<file path="src/rtl/ordered_exchange_pkg.sv">
// Shared constants for the ordered two-party exchange: state encoding and
// default widths.
package ordered_exchange_pkg;

  localparam int DEFAULT_W  = 1;
  localparam int DEFAULT_CW = 8;

  localparam logic [1:0] IDLE    = 2'b00;
  localparam logic [1:0] HAVE_A  = 2'b01;
  localparam logic [1:0] HAVE_B  = 2'b10;
  localparam logic [1:0] DELIVER = 2'b11;

endpackage

</file>
<file path="src/rtl/xchg_slot.sv">
// Single-word holding register with a full flag; load wins over clear,
// reset wins over both.
module xchg_slot #(
  parameter int W = 1
) (
  input  logic         clk,
  input  logic         rst,
  input  logic         load,
  input  logic         clear,
  input  logic [W-1:0] d,
  output logic [W-1:0] q,
  output logic         full
);

  logic [W-1:0] data_r;
  logic         full_r;

  // Word storage and occupancy; the word itself is kept after clear so the
  // last delivered pair stays visible until overwritten.
  always_ff @(posedge clk) begin
    if (rst) begin
      data_r <= {W{1'b0}};
      full_r <= 1'b0;
    end else if (load) begin
      data_r <= d;
      full_r <= 1'b1;
    end else if (clear) begin
      data_r <= data_r;
      full_r <= 1'b0;
    end else begin
      data_r <= data_r;
      full_r <= full_r;
    end
  end

  assign q    = data_r;
  assign full = full_r;

endmodule

</file>
<file path="src/rtl/ordered_exchange.sv">
// Clocked two-party exchange: collects one word from A and one from B, then
// presents them crossed (c = B word, d = A word) until the consumer accepts.
module ordered_exchange
  import ordered_exchange_pkg::*;
#(
  parameter int W  = DEFAULT_W,
  parameter int CW = DEFAULT_CW
) (
  input  logic          clk,
  input  logic          rst,
  input  logic          a_valid,
  input  logic [W-1:0]  a_data,
  output logic          a_ready,
  input  logic          b_valid,
  input  logic [W-1:0]  b_data,
  output logic          b_ready,
  output logic          out_valid,
  input  logic          out_ready,
  output logic [W-1:0]  c_data,
  output logic [W-1:0]  d_data,
  output logic [CW-1:0] xchg_count
);

  logic [1:0]    state_r;
  logic [1:0]    next_state_s;
  logic          a_accept_s;
  logic          b_accept_s;
  logic          deliver_s;
  logic          a_full_s;
  logic          b_full_s;
  logic [CW-1:0] count_r;

  // Ready is a pure decode of the state register, never of the valids.
  assign a_ready    = (state_r == IDLE) || (state_r == HAVE_B);
  assign b_ready    = (state_r == IDLE) || (state_r == HAVE_A);
  assign a_accept_s = a_valid && a_ready;
  assign b_accept_s = b_valid && b_ready;
  // Both slot flags gate the presentation so a partial pair can never appear.
  assign out_valid  = (state_r == DELIVER) && a_full_s && b_full_s;
  assign deliver_s  = out_valid && out_ready;

  // Next-state selection for the collect/deliver sequence.
  always_comb begin
    next_state_s = state_r;
    case (state_r)
      IDLE: begin
        if (a_accept_s && b_accept_s) next_state_s = DELIVER;
        else if (a_accept_s)          next_state_s = HAVE_A;
        else if (b_accept_s)          next_state_s = HAVE_B;
        else                          next_state_s = IDLE;
      end
      HAVE_A: begin
        if (b_accept_s) next_state_s = DELIVER;
        else            next_state_s = HAVE_A;
      end
      HAVE_B: begin
        if (a_accept_s) next_state_s = DELIVER;
        else            next_state_s = HAVE_B;
      end
      DELIVER: begin
        if (deliver_s) next_state_s = IDLE;
        else           next_state_s = DELIVER;
      end
      default: next_state_s = IDLE;
    endcase
  end

  // State register.
  always_ff @(posedge clk) begin
    if (rst) state_r <= IDLE;
    else     state_r <= next_state_s;
  end

  // Completed-exchange counter, wrapping naturally at its width.
  always_ff @(posedge clk) begin
    if (rst)            count_r <= {CW{1'b0}};
    else if (deliver_s) count_r <= count_r + CW'(1);
    else                count_r <= count_r;
  end

  xchg_slot #(.W(W)) u_slot_a (
    .clk   (clk),
    .rst   (rst),
    .load  (a_accept_s),
    .clear (deliver_s),
    .d     (a_data),
    .q     (d_data),
    .full  (a_full_s)
  );

  xchg_slot #(.W(W)) u_slot_b (
    .clk   (clk),
    .rst   (rst),
    .load  (b_accept_s),
    .clear (deliver_s),
    .d     (b_data),
    .q     (c_data),
    .full  (b_full_s)
  );

  assign xchg_count = count_r;

endmodule

</file>
<file path="config.mk">
export PLATFORM = sky130hd
export DESIGN_NAME = ordered_exchange
export DESIGN_NICKNAME = d
export VERILOG_FILES = /design/src/rtl/ordered_exchange_pkg.sv /design/src/rtl/xchg_slot.sv /design/src/rtl/ordered_exchange.sv
export SDC_FILE = /design/constraint.sdc
export NUM_CORES = 1
export LEC_CHECK = 0
export ABC_AREA = 1
export CORE_MARGIN = 1
export CORE_UTILIZATION = 42
export CTS_BUF_LIST = sky130_fd_sc_hd__clkbuf_4 sky130_fd_sc_hd__clkbuf_8 sky130_fd_sc_hd__clkbuf_16
export CTS_CLUSTER_SIZE = 25
export DETAILED_ROUTE_END_ITERATION = 12
export GPL_TIMING_DRIVEN = 0
export PLACE_DENSITY_LB_ADDON = 0.25
export SYNTH_ARGS = -nofsm -noshare
export SYNTH_HDL_FRONTEND = slang
export SYNTH_HIERARCHICAL = 1
export SYNTH_SLANG_ARGS = --single-unit
export TNS_END_PERCENT = 10
</file>
<file path="constraint.sdc">
create_clock -name clk -period 2.7 [get_ports clk]
set_input_delay 0.54 -clock clk [delete_from_list [all_inputs] [get_ports clk]]
set_output_delay 0.54 -clock clk [all_outputs]
set_load 0.03 [all_outputs]
</file>
Yosys cells after proc, flatten, opt, wreduce, memory -nomap -nowiden
Cells that the tools add are included.
{"block": "classes", "n_mux": 10, "reduce_logical": 11, "add_sub_neg": 1, "eq_ne": 3}
{"operator": "two-way mux 2 bit", "count": 5}
{"operator": "adder 8 x 1 -> 8 bit, second input constant", "count": 1}
{"operator": "case mux 2 bit (4 select lines)", "count": 1}
{"operator": "logical AND 1 bit", "count": 6}
{"operator": "equality test 2 bit, second input constant", "count": 2}
{"operator": "two-way mux 1 bit", "count": 4}
{"operator": "nonzero test 2 bit", "count": 2}
{"operator": "equality test 2 x 1 -> 1 bit, second input constant", "count": 1}
{"operator": "logical NOT 2 bit", "count": 1}
{"operator": "logical OR 1 bit", "count": 2}
{"block": "word_totals", "ff_bits": 14, "word_cells": 31, "in_bits": 7, "out_inout_bits": 13}

Longest topological paths before layout
{"block": "logic_depth", "depth_word": 7, "depth_mapped": 7, "depth_no_buf": 7}

Modules after synthesis
The synthesis kept the hierarchy.
{"module": "ordered_exchange", "cells_each": 75, "area_each_um2": 514.2, "n_inst": 1, "seq_area_each_um2": 200.2}
{"module": "xchg_slot", "cells_each": 9, "area_each_um2": 72.6, "n_inst": 2, "seq_area_each_um2": 40.0}

Worst setup path before layout
Ideal clock, no wire load.
{"block": "synth_path", "path_type": "register to register", "start": "register count_r[1] (netlist: xchg_count[1])", "end": "register count_r[4] (netlist: xchg_count[4])", "path_buffers": 0, "arrival_time_ns": 1.273, "slack_ns": 1.308, "period_less_slack_ns": 1.392, "setup_ns": 0.119, "stages_incl_launch_ff": 7, "path_cell_list": "dfxtp_1 -> ha_1 -> nand2_1 -> nor2_1 -> nand3_2 -> o21ai_0 -> a21oi_1"}
{"block": "synth_via", "elab_chain_len": 1}
{"item": "start: declaration", "line": "ordered_exchange.sv:31", "text": "logic [CW-1:0] count_r;"}
{"item": "start signal: assignment", "line": "ordered_exchange.sv:76", "text": "if (rst) count_r <= {CW{1'b0}};"}
{"item": "start signal: assignment", "line": "ordered_exchange.sv:77", "text": "else if (deliver_s) count_r <= count_r + CW'(1);"}
{"item": "start signal: assignment", "line": "ordered_exchange.sv:78", "text": "else count_r <= count_r;"}
{"item": "adder 8 x 1 -> 8 bit", "line": "ordered_exchange.sv:77"}
Every way passes these cells.
A chain may end at the register's enable or synchronous reset.

Worst setup path in the final report
{"block": "layout_path", "start": "register state_r[0]", "end": "output port out_valid"}
{"block": "layout_via", "elab_chain_len": 3}
{"item": "start: declaration", "line": "ordered_exchange.sv:24", "text": "logic [1:0] state_r;"}
{"item": "start signal: assignment", "line": "ordered_exchange.sv:71", "text": "else state_r <= next_state_s;"}
{"item": "equality test 2 bit", "line": "ordered_exchange.sv:39", "text": "assign out_valid = (state_r == DELIVER) && a_full_s && b_full_s;"}
{"item": "logical AND 1 bit (2 in a row)", "line": "ordered_exchange.sv:39"}
{"item": "end: declaration", "line": "ordered_exchange.sv:17", "text": "output logic out_valid,"}
Every way passes these cells.

==> metrics.txt <==
outcome=complete, no violations; Compound-Gate Fraction of Synth Area=0.123; Routed WL per cell=a little over 10 um; largest net degree at the start of global routing=10; Clock Latency Late Sink=around 0.28 ns; port bufs=19; PnR Total Power=between 400 and 500 uW; Area contributors post-synth=dfxtp_1 (43%), nand2_1 (12%), inv_1 (9.7%); die span in x=41.6 um; Synthesis Warnings=6; GP Congestion=0.763; post-layout util=0.654; Syn Inst Count=93; # Post-CTS Setup Buffers=0; Final ANT Viol Nets=0; initial core utilization=0.477; clk sink count=14; vias in the first global route=around 530; Lkg Pwr=approximately 0.38 nW; final critical-path required period=~2.1 ns; Congestion Overflow GR=0; 1st-iter DRT viols=8; Worst Tran Pin Value=0.394 ns; CTS H-Tree Depth=1; # DRC=0; max-cap viol count=0; Die Y=41.6 um; top cell type's share of synthesized area=0.425; Hold Path Class=reg -> reg; synthesized cell area=approximately 660 um^2; # IOs=20; die area=1730 um^2; Synth Flop Type=dfxtp_1; critical path type=reg -> out; DR vias=about 600; most instantiated library cell after synthesis=nand2_1; area delta synth->final=37.2%; Critical Path RT=~2.2 ns; Peak VDD IR=0.000343 V; Hold Vio Cnt, Final=0; Cell variety after synth=18; Detail Placement HPWL=1040 um; Clock transition at path regs=0.09 ns; # diodes=0; EDFF count, synth=0; Worst Setup Start Kind=flop; hold_buf cts=0; main combinational cell family by area after synthesis=simple AND/OR/NAND/NOR gates; max-slew violations=0; most frequent cells after synthesis=nand2_1 (21), inv_1 (17), nor2_1 (15); total track usage=0.166; number of synthesized register bits=14; mean post-synth cell area=approximately 7.1 um^2; CP Data Arrival Time=between 1.5 and 2 ns; sequential fraction of the synthesis area=0.425; simple-gate share of the synthesized area=0.330; XOR/XNOR Fraction of Synth Area=0; Crit. End Element=output pin; nets@finish=around 130; Fin Clk Skew=approximately 0.0026 ns; first-pass GRT wire length=2210 um; layout cells sized above 1=0.121; setup TNS=0 ns; fmax=468 MHz; row count=13; period utilization=0.792; relative slew slack=0.736; Async SR Flop Fraction=0; initial antenna violation count=0; final wirelength=between 1000 and 1500 um; first-pass iteration count of the detailed router=4; Avg Vias per Cell=4.72; Synth area leader=dfxtp_1; CTS root buf=clkbuf_4; adder-cell share of the synthesized area=0.0190; Resize count post-CTS=0; mux cell area share after synthesis=0; CTS buffer count=3; CTS tree=yes; RSZ-0062 raised after global routing=false; Mapped Nets=slightly above 100; Crit Path Max Fanout=3; Power Density=about 460 nW/um^2; clock buffer depth=2; Final setup viols=0; CORE AREA=around 1400 um^2
## critical path, cell delays in order (launching register included)
cell and delay, ns:
dfxtp_1 0.37, nand2_2 0.10, nor2_4 0.16, clkdlybuf4s50_1 0.69
## report_power, final
group          internal (mW)  total, mW  switching (mW)
combinational         0.0211     0.0479          0.0268
clock                 0.0821      0.154          0.0722
sequential             0.213      0.217         0.00400
total                  0.316      0.419           0.103
## flip-flops by register name (all words and copies together), names as in the netlist
register       flops
u_slot_b/q         1
state_r            2
u_slot_a/full      1
u_slot_a/q         1
u_slot_b/full      1
xchg_count         8
## logic make-up (layout without fill, tap and decap cells)
| group | count (synthesis) | in the layout |
|---|---|---|
| and+or+nand+nor | 46 | 46 |
| buffers and inverters | 18 | 41 |
| AOI/OAI and AO/OA | 14 | 14 |
| DFF | 14 | 14 |
| adders and majority gates | 1 | 1 |
## path summary, 6_finish.rpt
kind | from | endpoint | slack, ns | depth (start not counted)
setup reg to reg | xchg_count[1] | xchg_count[4] | 1.43 | 6
hold / removal | u_slot_b/full | u_slot_b/full | 0.47 | 2
hold reg to reg | u_slot_b/full | u_slot_b/full | 0.47 | 2
setup / recovery | state_r[0] | out_valid | 0.56 | 3
## layout make-up
cell class,count,area [um^2]
Timing Repair Buffer,19,190
Inverter,18,67.6
Fill cell,136,478
Tap cell,15,18.8
Multi-Input combinational cell,61,312
Sequential cell,14,280
Clock buffer,4,36.3
## cell usage in the layout, fill, tap and decap left out, drive strengths merged
| cell | instances |
|---|---|
| o21ai | 5 |
| nand4 | 2 |
| clkdlybuf4s50 | 19 |
| ha | 1 |
| nor3 | 2 |
| nand3 | 2 |
| clkbuf | 4 |
| nor2 | 17 |
| dfxtp | 14 |
| inv | 18 |
| a21oi | 9 |
| nand2 | 23 |
## through the flow
stage	instances	cell area, um^2	setup WS [ns]	hold slack (ns)
after floorplan	93	659	1.31	0.433
after global placement	127	868	0.799	0.450
after detailed placement	127	868	0.756	0.459
after CTS	131	905	0.545	0.470
after global routing	131	905	0.515	0.488
final	131	905	0.562	0.471
## per-layer routing
| metal | vias to the layer above | global-route usage | routed length (um) |
|---|---|---|---|
| li1 | 333 | - | - |
| met1 | 265 | 0.221 | 668 |
| met2 | 18 | 0.247 | 595 |
| met3 | 2 | 0.0522 | 80 |
| met4 | 0 | 0.0710 | 15 |
| met5 | - | 0 | 0 |
Power figures use the tool's default switching activity.
